[src/rtl/hazard_control_unit.sv]
// Pipeline hazard control: operand forwarding selects, load-use stall and
// branch flush sequencing, plus saturating stall/flush event counters.
module hazard_control_unit (
  input  logic        clk,
  input  logic        rst,
  input  logic        id_valid,
  input  logic [3:0]  id_rs1,
  input  logic [3:0]  id_rs2,
  input  logic [3:0]  id_rd,
  input  logic        id_regwrite,
  input  logic        id_is_load,
  input  logic        branch_taken,
  input  logic        clr_counts,
  output logic [1:0]  forward_a,
  output logic [1:0]  forward_b,
  output logic        stall,
  output logic        flush,
  output logic        bubble,
  output logic [1:0]  state,
  output logic [15:0] stall_count,
  output logic [15:0] flush_count
);

  typedef enum logic [1:0] {
    ST_RUN   = 2'd0,
    ST_STALL = 2'd1,
    ST_FLUSH = 2'd2
  } state_t;

  // Register 0 is hardwired, so a write to it never produces a forwardable value.
  function automatic logic src_match(input logic [3:0] rd, input logic wr, input logic [3:0] src);
    return wr && (rd != 4'd0) && (rd == src);
  endfunction

  function automatic logic [1:0] fwd_sel(input logic [3:0] src,
                                         input logic [3:0] ex_rd, input logic ex_wr,
                                         input logic [3:0] mem_rd, input logic mem_wr);
    logic [1:0] sel;
    if (src_match(ex_rd, ex_wr, src)) begin
      sel = 2'd2;
    end else if (src_match(mem_rd, mem_wr, src)) begin
      sel = 2'd1;
    end else begin
      sel = 2'd0;
    end
    return sel;
  endfunction

  function automatic logic [15:0] sat_inc(input logic [15:0] cnt, input logic en);
    logic [15:0] res;
    if (en && (cnt != 16'hFFFF)) begin
      res = cnt + 16'd1;
    end else begin
      res = cnt;
    end
    return res;
  endfunction

  state_t      state_r;
  state_t      state_nxt_s;
  logic [3:0]  ex_rd_r;
  logic        ex_wr_r;
  logic        ex_ld_r;
  logic [3:0]  mem_rd_r;
  logic        mem_wr_r;
  logic [1:0]  forward_a_r;
  logic [1:0]  forward_b_r;
  logic [15:0] stall_count_r;
  logic [15:0] flush_count_r;
  logic        load_use_s;
  logic        stall_s;
  logic        flush_s;
  logic        bubble_s;

  // Load-use hazard: decode reads a register the execute-stage load has not produced yet.
  always_comb begin
    load_use_s = id_valid && ex_ld_r && (ex_rd_r != 4'd0) &&
                 ((ex_rd_r == id_rs1) || (ex_rd_r == id_rs2));
  end

  // Next-state and pipeline control; a taken branch outranks a load-use stall.
  always_comb begin
    state_nxt_s = ST_RUN;
    stall_s     = 1'b0;
    flush_s     = 1'b0;
    bubble_s    = 1'b0;
    if (rst) begin
      state_nxt_s = ST_RUN;
    end else begin
      case (state_r)
        ST_RUN: begin
          if (branch_taken) begin
            flush_s     = 1'b1;
            bubble_s    = 1'b1;
            state_nxt_s = ST_FLUSH;
          end else if (load_use_s) begin
            stall_s     = 1'b1;
            bubble_s    = 1'b1;
            state_nxt_s = ST_STALL;
          end else begin
            state_nxt_s = ST_RUN;
          end
        end
        ST_STALL: state_nxt_s = ST_RUN;
        ST_FLUSH: state_nxt_s = ST_RUN;
        default:  state_nxt_s = ST_RUN;
      endcase
    end
  end

  // State register, execute/memory shadow registers and forwarding selects.
  always_ff @(posedge clk or posedge rst) begin
    if (rst) begin
      state_r     <= ST_RUN;
      ex_rd_r     <= 4'd0;
      ex_wr_r     <= 1'b0;
      ex_ld_r     <= 1'b0;
      mem_rd_r    <= 4'd0;
      mem_wr_r    <= 1'b0;
      forward_a_r <= 2'd0;
      forward_b_r <= 2'd0;
    end else begin
      state_r  <= state_nxt_s;
      mem_rd_r <= ex_rd_r;
      mem_wr_r <= ex_wr_r;
      if (bubble_s) begin
        ex_rd_r     <= 4'd0;
        ex_wr_r     <= 1'b0;
        ex_ld_r     <= 1'b0;
        forward_a_r <= 2'd0;
        forward_b_r <= 2'd0;
      end else begin
        ex_rd_r     <= id_rd;
        ex_wr_r     <= id_regwrite & id_valid;
        ex_ld_r     <= id_is_load & id_valid;
        forward_a_r <= fwd_sel(id_rs1, ex_rd_r, ex_wr_r, mem_rd_r, mem_wr_r);
        forward_b_r <= fwd_sel(id_rs2, ex_rd_r, ex_wr_r, mem_rd_r, mem_wr_r);
      end
    end
  end

  // Saturating event counters; clearing wins over a same-edge increment.
  always_ff @(posedge clk or posedge rst) begin
    if (rst) begin
      stall_count_r <= 16'd0;
      flush_count_r <= 16'd0;
    end else if (clr_counts) begin
      stall_count_r <= 16'd0;
      flush_count_r <= 16'd0;
    end else begin
      stall_count_r <= sat_inc(stall_count_r, stall_s);
      flush_count_r <= sat_inc(flush_count_r, flush_s);
    end
  end

  assign forward_a   = forward_a_r;
  assign forward_b   = forward_b_r;
  assign stall       = stall_s;
  assign flush       = flush_s;
  assign bubble      = bubble_s;
  assign state       = state_r;
  assign stall_count = stall_count_r;
  assign flush_count = flush_count_r;

endmodule

[config.mk]
export PLATFORM = sky130hd
export DESIGN_NAME = hazard_control_unit
export DESIGN_NICKNAME = d
export VERILOG_FILES = /design/src/rtl/hazard_control_unit.sv
export SDC_FILE = /design/constraint.sdc
export NUM_CORES = 1
export LEC_CHECK = 0
export ABC_CLOCK_PERIOD_IN_PS = 2300
export BUFFER_PORTS_ARGS = -buffer_cell sky130_fd_sc_hd__buf_2
export CAP_MARGIN = 0
export CORE_MARGIN = 2
export CORE_UTILIZATION = 25
export CTS_CLUSTER_DIAMETER = 50
export DETAILED_ROUTE_END_ITERATION = 8
export GPL_TIMING_DRIVEN = 0
export HOLD_SLACK_MARGIN = 0.02
export PLACE_DENSITY = 0.52
export SLEW_MARGIN = 20
export SYNTH_ARGS = -nofsm -noshare
export SYNTH_HDL_FRONTEND = slang
export SYNTH_SLANG_ARGS = --single-unit
[constraint.sdc]
create_clock -name clk -period 2.3 [get_ports clk]
set_clock_uncertainty 0.2 [all_clocks]
set_input_delay 0.46 -clock clk [delete_from_list [all_inputs] [get_ports clk]]
set_output_delay 0.46 -clock clk [all_outputs]
set_load 0.01 [all_outputs]
# Yosys cells after proc, flatten, opt, wreduce, memory -nomap -nowiden
# Cells that the tools add are included.
word_totals:
  regBits: 49
  out_inout_bits: 41
op_classes:
  n_addsub: 2
  n_eq_ne: 6
  mux: 27
  n_bitwise: 2
  n_reduce_logical: 17
op_table:
  columns: ["op", "count"]
  rows:
  - ["$mux W16", 4]
  - ["$add A16 B1 Y16 const B", 2]
  - ["$ne A16 B16 Y1 const B", 2]
  - ["$eq A4 B4 Y1", 4]
  - ["$mux W1", 15]
  - ["$mux W2", 7]
  - ["$logic_and A1 B1 Y1", 11]
  - ["$reduce_bool A4 Y1", 2]
  - ["$mux W4", 1]
  - ["$reduce_bool A2 Y1", 2]
  - ["$and A1 B1 Y1", 2]
  - ["$logic_not A2 Y1", 1]
  - ["$logic_or A1 B1 Y1", 1]

# Logic depth before layout (Yosys ltp)
# Gate-level depths: netlist of the first run.
depth:
  ltp_word: 10
  ltp_mapped: 8
  depth_no_buf: 6

# Worst setup path after synthesis of the first run
# No wires, ideal clock.
synth_timing:
  kind: "flip-flop to output port"
  start: "register ex_rd_r[3]"
  end: "output bubble"
  arrival_time_ns: 1.590
  required_ns: 1.640
  path_slack_ns: 0.050
  stages_incl_launch_ff: 6
  path_buffers: 0
  path_cell_list: "dfrtp_1 -> or4_4 -> nand3_1 -> a21oi_1 -> o21ai_0 -> inv_1"
synth_between:
  elab_chain_len: 7
synth_rtl:
  columns: ["element", "line", "text"]
  rows:
  - ["start, declared", "61", "logic [3:0] ex_rd_r;"]
  - ["start signal, assigned", "133", "ex_rd_r <= id_rd;"]
  - ["$eq A4 B4 Y1 or $reduce_bool A4 Y1 (tied branches)", "78, 77", null]
  - ["$logic_or A1 B1 Y1 or $logic_and A1 B1 Y1 (tied branches)", "78, 77", null]
  - ["$logic_and A1 B1 Y1 (*)", "77", "load_use_s = id_valid && ex_ld_r && (ex_rd_r != 4'd0) &&"]
  - ["$mux W1 (*)", "96", "end else if (load_use_s) begin"]
  - ["$mux W1 (*)", "92", "if (branch_taken) begin"]
  - ["$mux W1 (*)", "90", "case (state_r)"]
  - ["$mux W1 (*)", "87", "if (rst) begin"]
  - ["end, declared", "18", "output logic bubble,"]
# Every way passes the cells marked *; elsewhere a longest branch is shown, timed or not.

# Worst setup path after layout of the first run
layout_timing:
  start: "register ex_rd_r[3]"
  end: "output stall"
layout_between:
  elab_chain_len: 7
layout_rtl:
  columns: ["element", "line", "text"]
  rows:
  - ["$eq A4 B4 Y1 or $reduce_bool A4 Y1 (tied branches)", "78, 77", null]
  - ["$logic_or A1 B1 Y1 or $logic_and A1 B1 Y1 (tied branches)", "78, 77", null]
  - ["$logic_and A1 B1 Y1 (*)", "77", null]
  - ["$mux W1 (*)", "96", null]
  - ["$mux W1 (*)", "92", null]
  - ["$mux W1 (*)", "90", null]
  - ["$mux W1 (*)", "87", null]
  - ["end, declared", "16", "output logic stall,"]
# Marks and branches as above.

==> metrics.yaml, run 1 <==
timing:
  finalHoldViolCount: 0
  relSlewSlack_pct: 60.6
  period_minus_slack_ps: 2500
  setup_violations: 10
  fin_setup_tns_ps: -839
  drv_slew: 0
  rsz0062_at_grt: "true"
  worst_pin_slew_ps: 590
  clock.fmax_ghz: 0.399
  whs_ps: 39.8
  fin_crit_sh_pct: 109
  layout_setup_ws_ps: -203
synthesis:
  synth.distinct_cells: 39
  ys.flop_type: "dfrtp_1"
  synth.area.mux_share_pct: 2.99
  synthesis.nets: 283
  ys_seq_area_share_pct: 47.3
  synthCells: 262
  synth_xor_area_share_pct: 10.1
  synthTopCellsByArea: "dfrtp_1, xnor2_1, xor2_1"
  ys_ff_latch: 49
  synth-adder-area-share_pct: 0.965
  synth_top_family_by_area: "simple AND/OR/NAND/NOR gates"
  async_reset_ff_share_pct: 100
  synth_compound_area_share_pct: 8.30
  synth_area_per_cell_um2: 9.90
  yosysTopAreaCell: "dfrtp_1"
  yosysTopAreaCellShare_pct: 47.3
  yosys_warnings: 0
  synth_area_um2: 2590
  synth-simple-area-share_pct: 27.1
  synth-edff-count: 0
detailed_routing:
  vias: 2254
  totalWireLength_um: 6760
  drt-wirelength-per-cell_um: 14.0
  drt_iter0_drc: 49
  drtPass1Iterations: 4
  ant_nets: 0
  drcViolationCount: 0
  viasPerCell: 4.68
power:
  p_per_area_nw_per_um2: 505
  sw_frac_of_total_pct: 25.6
  leakagePower_nw: 1.53
  ir_drop_v: 0.000264
  p_int_w: 0.00128
  p_switching_w: 0.000442
  power_w: 0.00173
  p_seq_share_pct: 51.7
  combPwrFrac_pct: 9.4
  clockPowerShare_pct: 38.9
grt:
  grt-ovfl-total: 0
  grt_max_degree: 27
  grt_usage_pct: 12.3
  grt_first_pass_wirelength_um: 11100
  grt_pass1_vias: 2195
  grt_antenna_before_repair: 0
worst_setup_path:
  crit_slowest_cell: "or4_4"
  path_max_fanout: 3
  path_cells: "or4_4 > and4_4 > o21ai_4 > buf_6 > clkinvlp_4 > buf_6"
  r2r_end: "stall_count[5]"
  path_common_cell: "buf_6"
  critPathKind: "reg -> out"
  worstPathArrival_ps: 1840
  r2r-start: "ex_rd_r[0]"
  crit_buf_inv: 3
  rr_worst_depth: 8
  end_kind: "output pin"
  crit_path_start_kind: "flop"
  crit_start: "ex_rd_r[3]"
  cpPeakStageDelay_ps: 550
  critPathTopFamily: "simple AND/OR/NAND/NOR gates"
  cp_data_required_time_ps: 1640
  r2r_setup_slack_ps: -130
clocking:
  cts_buffers: 5
  clk_pin_slew_ps: 110
  cts_tree: "yes"
  clock_path_buffers: 2
  htreeDepth: 2
  clock_sinks: 49
  cts-root-buf: "clkbuf_8"
  clk_latency_ps: 310
placement:
  gp_congestion: 0.798
  port_buffers: 58
  dpl.hpwl_um: 4790
  dp_cells: 457
die:
  io_pins: 60
  core_um2: 10200
  row_count: 37
  start_util_pct: 25.5
  dieHeight_um: 106
  die_w_um: 106
  fp.dieArea_um2: 11200
run_status:
  outcome: "complete, but fails checks"
  violations: "setup timing"
cells_and_area:
  n_antenna_cell: 0
  nNetsFinal: 366
  drive_gt1_share_pct: 33.8
  final_cells: 482
  area_growth_syn_to_layout_pct: 31.7
job:
  drv_cap: 0
hold_path:
  hp-class: "in -> async"
-- cells in the mapped netlist, drive strengths merged, types with 5 or more instances --
library cell and n:
and4 5, buf 5, nand4 11, o21ai 9
dfrtp 49, mux2 6, nor4 5, or4 7
nor2 32, a21oi 12, and2 7, inv 7
nor2b 6, o31ai 7, xnor2 16, xor2 14
nor3 11, and3 8, nand3 14, nand2 12
-- per-stage QoR --
stage	instance area [µm²]	worst slack, ps	utilization [%]
after CTS	3290	-236	32.3
after global routing	3420	-278	33.5
final	3420	-203	33.5
after floorplan	2590	50.2	-
after detailed placement	3070	-497	30.2
after global placement	3050	-502	30.0
-- cells in the final DEF, fill, tap and decap left out, types with 7 or more instances in the layout --
| cell | Yosys | final |
|---|---|---|
| a21oi_1 | 12 | 11 |
| xor2_1 | 14 | 14 |
| nor3_1 | 11 | 11 |
| nor2_1 | 32 | 31 |
| nand3_1 | 14 | 14 |
| and2_1 | 7 | 7 |
| nand4_1 | 11 | 11 |
| nand2_1 | 12 | 12 |
| xnor2_1 | 16 | 15 |
| dfrtp_1 | 49 | 47 |
| and3_1 | 8 | 8 |
| buf_4 | 0 | 18 |
| buf_2 | 2 | 56 |
-- repair_timing --
item | CTS | global route
hold buffers | 0 | 0
buffers inserted | 10 | 7
pin swaps | 4 | 5
endpoints found under the setup margin | 23 | 28
gates resized for setup | 9 | 14
hold endpoints to repair | 0 | 0
-- per-layer routing --
metal / share of wire, % / vias to the layer above / GRT usage (%)
li1: - / 1104 / -
met3: 4.6 / 4 / 2.66
met5: 0 / - / 0
met4: 0.70 / 0 / 2.54
met1: 45 / 1100 / 16.0
met2: 50 / 46 / 20.9
-- layout make-up --
type,count,area [µm²]
Timing Repair Buffer,76,450
Clock inverter,3,50.0
Buffer,9,63.8
Fill cell,1073,6770
Tap cell,136,170
Multi-Input combinational cell,197,1350
Inverter,7,35.0
Sequential cell,49,1230
Clock buffer,5,68.8
-- registers in the layout, indices dropped and copies added, names as in the netlist --
signal	cells
ex_ld_r	1
ex_rd_r	4
ex_wr_r	1
flush_count	16
forward_a	2
forward_b	2
mem_rd_r	4
mem_wr_r	1
stall_count	16
state	2
-- logic make-up after synthesis --
logic type,after synthesis
AND/OR/NAND/NOR,125
flip-flops,49
AO/OA/AOI/OAI,33
XOR/XNOR,30
buffers and inverters,16
multiplexers,7
adder cells (fa/ha/maj),2
-- power by group through the flow --
| stage | Combinational, W | Sequential [W] | Clock [W] |
|---|---|---|---|
| 2_1_floorplan | 0.0000813 | 0.000911 | 0 |
| 3_3_place_gp | 0.000130 | 0.000913 | 0 |
| 3_5_place_dp | 0.000136 | 0.000913 | 0 |
| 4_1_cts | 0.000155 | 0.000892 | 0.000699 |
| 5_1_grt | 0.000181 | 0.000895 | 0.000736 |
| 6_report | 0.000162 | 0.000892 | 0.000670 |
-- how the worst max path moves through the flow --
| stage | end | slack (ps) | cells after the start |
|---|---|---|---|
| 2_1_floorplan | bubble | 50 | 5 |
| 3_3_place_gp | bubble | -500 | 6 |
| 3_5_place_dp | bubble | -500 | 6 |
| 4_1_cts | stall | -240 | 6 |
| 5_1_grt | stall | -280 | 6 |
| 6_report | stall | -200 | 6 |
No activity file was read; power rests on OpenSTA's default activity.
==> inputs of run 2 (changes only) <==
- ABC_CLOCK_PERIOD_IN_PS: 2300 -> 2000
- PLACE_DENSITY: 0.52 -> 0.54
- RECOVER_POWER: not set -> 25
- clock period: 2.3 -> 2 ns (I/O delays scaled with it)
==> metrics.yaml, run 2 (synthesis gave the netlist of run 1 again) <==
run_status:
  outcome: "complete, but fails checks"  # unchanged
  violations: "setup timing"  # unchanged
grt:
  grt_antenna_before_repair: 0  # unchanged
  grt-ovfl-total: 0  # unchanged
  grt_max_degree: 32  # was 27
  grt_util_met2_pct: 23.5  # was 20.9%
  grt_pass1_vias: 2424  # was 2,195
  gr-usage-met1_pct: 16.3  # was 16.0%
  grt_usage_pct: 13.4  # was 12.3%
  top_usage_layer: "met2"  # unchanged
  use_met3_pct: 3.15  # was 2.66%
  grt_first_pass_wirelength_um: 12100  # was 11,100 µm
timing:
  relSlewSlack_pct: 45.8  # was 60.6%
  setup_violations: 32  # was 10
  fin_crit_sh_pct: 119
  clock.fmax_ghz: 0.421
  worst_pin_slew_ps: 812  # was 590 ps
  rsz0062_at_grt: "true"  # unchanged
  fin_setup_tns_ps: -5600  # was -839 ps
  drv_slew: 0  # unchanged
  period_minus_slack_ps: 2370
  layout_setup_ws_ps: -373  # was -203 ps
  whs_ps: 98.2  # was 39.8 ps
  finalHoldViolCount: 0  # unchanged
clocking:
  cts_buffers: 5  # unchanged
  clk_pin_slew_ps: 100  # was 110 ps
  cts-root-buf: "clkbuf_8"  # unchanged
  htreeDepth: 2  # unchanged
  clock_path_buffers: 2  # unchanged
  clock_sinks: 49  # unchanged
  cts_tree: "yes"  # unchanged
  clk_latency_ps: 310  # about the same
power:
  leakagePower_nw: 1.66  # was 1.53 nW
  p_per_area_nw_per_um2: 558  # was 505 nW/µm²
  ir_drop_v: 0.000418  # was 0.000264 V
  power_w: 0.00211  # was 0.00173 W
die:
  row_count: 37  # unchanged
  dieHeight_um: 106  # unchanged
  io_pins: 60  # unchanged
  start_util_pct: 25.5  # unchanged
  fp.dieArea_um2: 11200  # unchanged
  die_w_um: 106  # unchanged
  core_um2: 10200  # unchanged
detailed_routing:
  totalWireLength_um: 7240  # was 6760 µm
  viasPerCell: 4.74  # was 4.68
  ant_nets: 0  # unchanged
  drcViolationCount: 0  # unchanged
  vias: 2360  # was 2,254
  drtPass1Iterations: 4  # unchanged
  drt_iter0_drc: 40  # was 49
  drt-wirelength-per-cell_um: 14.5  # was 14.0 µm
cells_and_area:
  drive_gt1_share_pct: 43.6  # was 33.8%
  final_common_cell: "buf_2"  # unchanged
  regArea_um2: 1230  # about the same
  area_growth_syn_to_layout_pct: 46.0  # was 31.7%
  final_cell_mix: "buf_2, dfrtp_1, buf_4, nor2_1, xor2_1"  # was buf_2, dfrtp_1, nor2_1, buf_4, xnor2_1
  nNetsFinal: 382  # was 366
  final_core_util_pct: 37.2  # was 33.5%
  nFillCells: 1026  # was 1,073
  n_antenna_cell: 0  # unchanged
  multiInputGateArea_um2: 1540  # was 1350 µm²
job:
  drv_cap: 0  # unchanged
placement:
  dpl.hpwl_um: 4770  # was 4790 µm
  pre_cts_ws_ps: -312  # was -497 ps
  port_buffers: 58  # unchanged
  gp_congestion: 0.801  # was 0.798
worst_setup_path:
  crit_path_start_kind: "flop"  # unchanged
  worstPathArrival_ps: 1770  # was 1840 ps
  path_max_fanout: 3  # unchanged
  cpPeakStageDelay_ps: 560  # was 550 ps
  end_kind: "output pin"  # unchanged
  critPathKind: "reg -> out"  # unchanged
  cp_data_required_time_ps: 1400  # was 1640 ps
  crit_slowest_cell: "or4_4"  # unchanged
  path_cells: "or4_4 > and4_4 > o21ai_4 > buf_6 > inv_8 > buf_6"  # was or4_4 > and4_4 > o21ai_4 > buf_6 > clkinvlp_4 > buf_6
  path_common_cell: "buf_6"  # unchanged
hold_path:
  hp-class: "in -> reg"  # was in -> async
-- run 2: changes by cell type in the layout (fill, tap and decap cells not counted), sizes merged --
cell and delta:
clkinvlp -1, clkbuf +1, inv +1, dlygate4sd3 +1
buf +14, clkinv -1, bufinv +1
-- run 2: critical path: cells and delay by family (launching register included) --
family / cells / cell delay [ps]
buffers and inverters: 3 / 280
AND/OR/NAND/NOR: 2 / 740
flip-flops: 1 / 390
AO/OA/AOI/OAI: 1 / 60
-- run 2: final timing paths --
kind,end,cells past startpoint,slack [ps],startpoint
worst min-delay path,ex_rd_r[2],2,100,id_rd[2]
worst max register to register,stall_count[3],8,-330,ex_rd_r[0]
max in group asynchronous,stall_count[0],4,320,rst
worst min register to register,mem_wr_r,0,220,ex_wr_r
worst max-delay path,stall,6,-370,ex_rd_r[1]
min in group asynchronous,flush_count[14],3,630,rst
-- run 2: area by class of cell --
type / count / share of cell area (%)
multi-input cells: 197 / 40.6
well taps: 136 / 4.49
clock buffers: 5 / 1.82
plain buffers: 9 / 1.78
inverters: 7 / 1.02
repair buffers: 92 / 16.0
flip-flops and latches: 49 / 32.5
clock inverters: 3 / 1.82
-- run 2: per-layer routing --
layer	vias up	share of wire (%)
met1	1169	44
met5	-	0
met2	47	51
li1	1133	-
met4	0	1.5
met3	11	3.8
-- run 2: repair_timing --
| item | in CTS | in global routing |
|---|---|---|
| endpoints found under the hold margin | 18 | 0 |
| pin swaps | 17 | 9 |
| setup buffers | 26 | 6 |
| gates cloned | 1 | 0 |
| setup endpoints to repair | 35 | 35 |
| hold buffers | 1 | 0 |
| resized for setup | 33 | 22 |
-- run 2: power breakdown --
group          internal, W  switching [W]  leakage, nW
sequential         0.00101      0.0000177        0.661
combinational     0.000102       0.000114        0.926
clock             0.000504       0.000366       0.0687
total              0.00162       0.000497         1.66
-- run 2: stage by stage --
step / cells / area [µm²]
final: 498 / 3790
after global routing: 498 / 3790
after CTS: 493 / 3650
after detailed placement: 457 / 3130
after global placement: 456 / 3110
after floorplan: 262 / 2650
==> inputs of run 3 (changes only) <==
- CORE_UTILIZATION: 25 -> 45
- PLACE_DENSITY: 0.54 -> 0.8
==> metrics.yaml, run 3 (synthesis gave the netlist of run 1 again) <==
clocking:
  clk_pin_slew_ps: 90  # was 100 ps
  clock_path_buffers: 2  # unchanged
  cts_buffers: 5  # unchanged
  htreeDepth: 2  # unchanged
  clk_latency_ps: 300  # was 310 ps
  cts-root-buf: "clkbuf_8"  # unchanged
  clock_sinks: 49  # unchanged
  cts_tree: "yes"  # unchanged
cells_and_area:
  drive_gt1_share_pct: 45.7  # was 43.6%
  nNetsFinal: 381  # was 382
  final_common_cell: "buf_2"  # unchanged
  area_growth_syn_to_layout_pct: 49.4  # was 46.0%
  final_cell_mix: "buf_2, dfrtp_1, nor2_1, buf_4, xor2_1"  # was buf_2, dfrtp_1, buf_4, nor2_1, xor2_1
  final_cells: 433  # was 498
  n_antenna_cell: 0  # unchanged
timing:
  relSlewSlack_pct: 60.4  # was 45.8%
  finalHoldViolCount: 0  # unchanged
  setup_violations: 32  # unchanged
  layout_setup_ws_ps: -411  # was -373 ps
  whs_ps: 111  # was 98.2 ps
  worst_pin_slew_ps: 594  # was 812 ps
  drv_slew: 0  # unchanged
  fin_crit_sh_pct: 121  # was 119%
  period_minus_slack_ps: 2410  # was 2370 ps
  fin_setup_tns_ps: -6940  # was -5600 ps
  clock.fmax_ghz: 0.415  # was 0.421 GHz
  rsz0062_at_grt: "true"  # unchanged
detailed_routing:
  drcViolationCount: 0  # unchanged
  drt-wirelength-per-cell_um: 17.3  # was 14.5 µm
  drtPass1Iterations: 4  # unchanged
  totalWireLength_um: 7500  # was 7240 µm
  vias: 2485  # was 2,360
  viasPerCell: 5.74  # was 4.74
  drt_iter0_drc: 215  # was 40
  ant_nets: 0  # unchanged
worst_setup_path:
  cpPeakStageDelay_ps: 550  # was 560 ps
  endpoint: "stall"  # unchanged
  path_common_cell: "buf_6"  # unchanged
  critPathKind: "reg -> out"  # unchanged
  end_kind: "output pin"  # unchanged
  crit_start: "ex_rd_r[0]"  # was ex_rd_r[1]
  path_cells: "or4_4 > and4_4 > o21ai_4 > buf_6 > inv_6 > buf_6"  # was or4_4 > and4_4 > o21ai_4 > buf_6 > inv_8 > buf_6
  worstPathArrival_ps: 1810  # was 1770 ps
  cp_data_required_time_ps: 1400  # about the same
  r2r_setup_slack_ps: -380  # was -330 ps
  r2r_end: "stall_count[3]"  # unchanged
  rr_worst_depth: 9  # was 8
  r2r-start: "ex_rd_r[0]"  # unchanged
  path_max_fanout: 3  # unchanged
  crit_slowest_cell: "or4_4"  # unchanged
  crit_path_start_kind: "flop"  # unchanged
hold_path:
  hold_depth: 2  # unchanged
  hp-class: "in -> reg"  # unchanged
power:
  sw_frac_of_total_pct: 23.2  # was 23.5%
  ir_drop_v: 0.000462  # was 0.000418 V
  p_seq_share_pct: 51.7  # was 48.6%
  p_int_w: 0.00153  # was 0.00162 W
  p_per_area_nw_per_um2: 513  # was 558 nW/µm²
  combPwrFrac_pct: 11.8  # was 10.2%
  clockPowerShare_pct: 36.5  # was 41.2%
  leakagePower_nw: 1.71  # was 1.66 nW
  p_switching_w: 0.000462  # was 0.000497 W
placement:
  gp_congestion: 0.811  # was 0.801
  dpl.hpwl_um: 4420  # was 4770 µm
  port_buffers: 58  # unchanged
  dp_cells: 393  # was 457
grt:
  grt_antenna_before_repair: 0  # unchanged
  grt_first_pass_wirelength_um: 12000  # was 12,100 µm
  grt-ovfl-total: 0  # unchanged
  grt_max_degree: 28  # was 32
  grt_usage_pct: 23.9  # was 13.4%
  grt_pass1_vias: 2572  # was 2,424
die:
  io_pins: 60  # unchanged
  dieHeight_um: 79.9  # was 106 µm
  core_um2: 5540  # was 10,200 µm²
  fp.dieArea_um2: 6390  # was 11,200 µm²
  row_count: 27  # was 37
  die_w_um: 79.9  # was 106 µm
  start_util_pct: 46.8  # was 25.5%
run_status:
  violations: "setup timing"  # unchanged
  outcome: "complete, but fails checks"  # unchanged
job:
  drv_cap: 0  # unchanged
## run 3: repair_timing
item,CTS,global route
resized for setup,56,32
hold buffers,1,0
cloned,1,0
setup endpoints to repair,35,35
pin swaps,38,16
endpoints found under the hold margin,22,0
buffers inserted,23,8
## run 3: worst min path at each step
| stage | startpoint | endpoint | slack [ps] |
|---|---|---|---|
| CTS | id_rd[3] | ex_rd_r[3] | 110 |
| finish | id_rd[0] | ex_rd_r[0] | 110 |
| global placement | ex_wr_r | mem_wr_r | 180 |
| detailed placement | ex_wr_r | mem_wr_r | 180 |
| floorplan | ex_wr_r | mem_wr_r | 170 |
| global route | id_rd[2] | ex_rd_r[2] | 100 |
## run 3: worst max-delay path: cells and delay by family, from the launching register on
kind	cells	cell delay, ps
AOI/OAI and AO/OA	1	70
DFF	1	420
and+or+nand+nor	2	750
buffers and inverters	3	280
## run 3: layer usage
layer	vias up	global-route usage (%)	routed length (µm)
met3	19	4.98	307
li1	1136	-	-
met4	0	9.66	199
met1	1240	27.2	2970
met5	-	0	0
met2	90	43.3	4020
## run 3: cell type report
cell class | count | area, µm²
multi-input combinational | 197 | 1710
sequential | 49 | 1230
clock inverter | 1 | 30.0
fill | 400 | 1660
inverter | 7 | 36.3
clock buffer | 7 | 86.3
timing repair buffer | 91 | 604
buffer | 9 | 92.6
tap | 72 | 90.1
## run 3: power groups by stage
stage / Clock, W / Sequential [W] / Combinational, W
after floorplan: 0 / 0.00105 / 0.0000950
after global placement: 0 / 0.00105 / 0.000146
after detailed placement: 0 / 0.00105 / 0.000155
after CTS: 0.000739 / 0.00103 / 0.000214
after global routing: 0.000782 / 0.00103 / 0.000253
final: 0.000727 / 0.00103 / 0.000234
## run 3: through the flow
| step | power (W) | setup slack (ps) | cell area [µm²] | util [%] |
|---|---|---|---|---|
| 2_1_floorplan | 0.00114 | -192 | 2650 | - |
| 3_3_place_gp | 0.00119 | -610 | 3030 | 54.6 |
| 3_5_place_dp | 0.00121 | -293 | 3050 | 55.0 |
| 4_1_cts | 0.00198 | -373 | 3660 | 66.1 |
| 5_1_grt | 0.00207 | -458 | 3880 | 70.0 |
| 6_report | 0.00199 | -411 | 3880 | 70.0 |
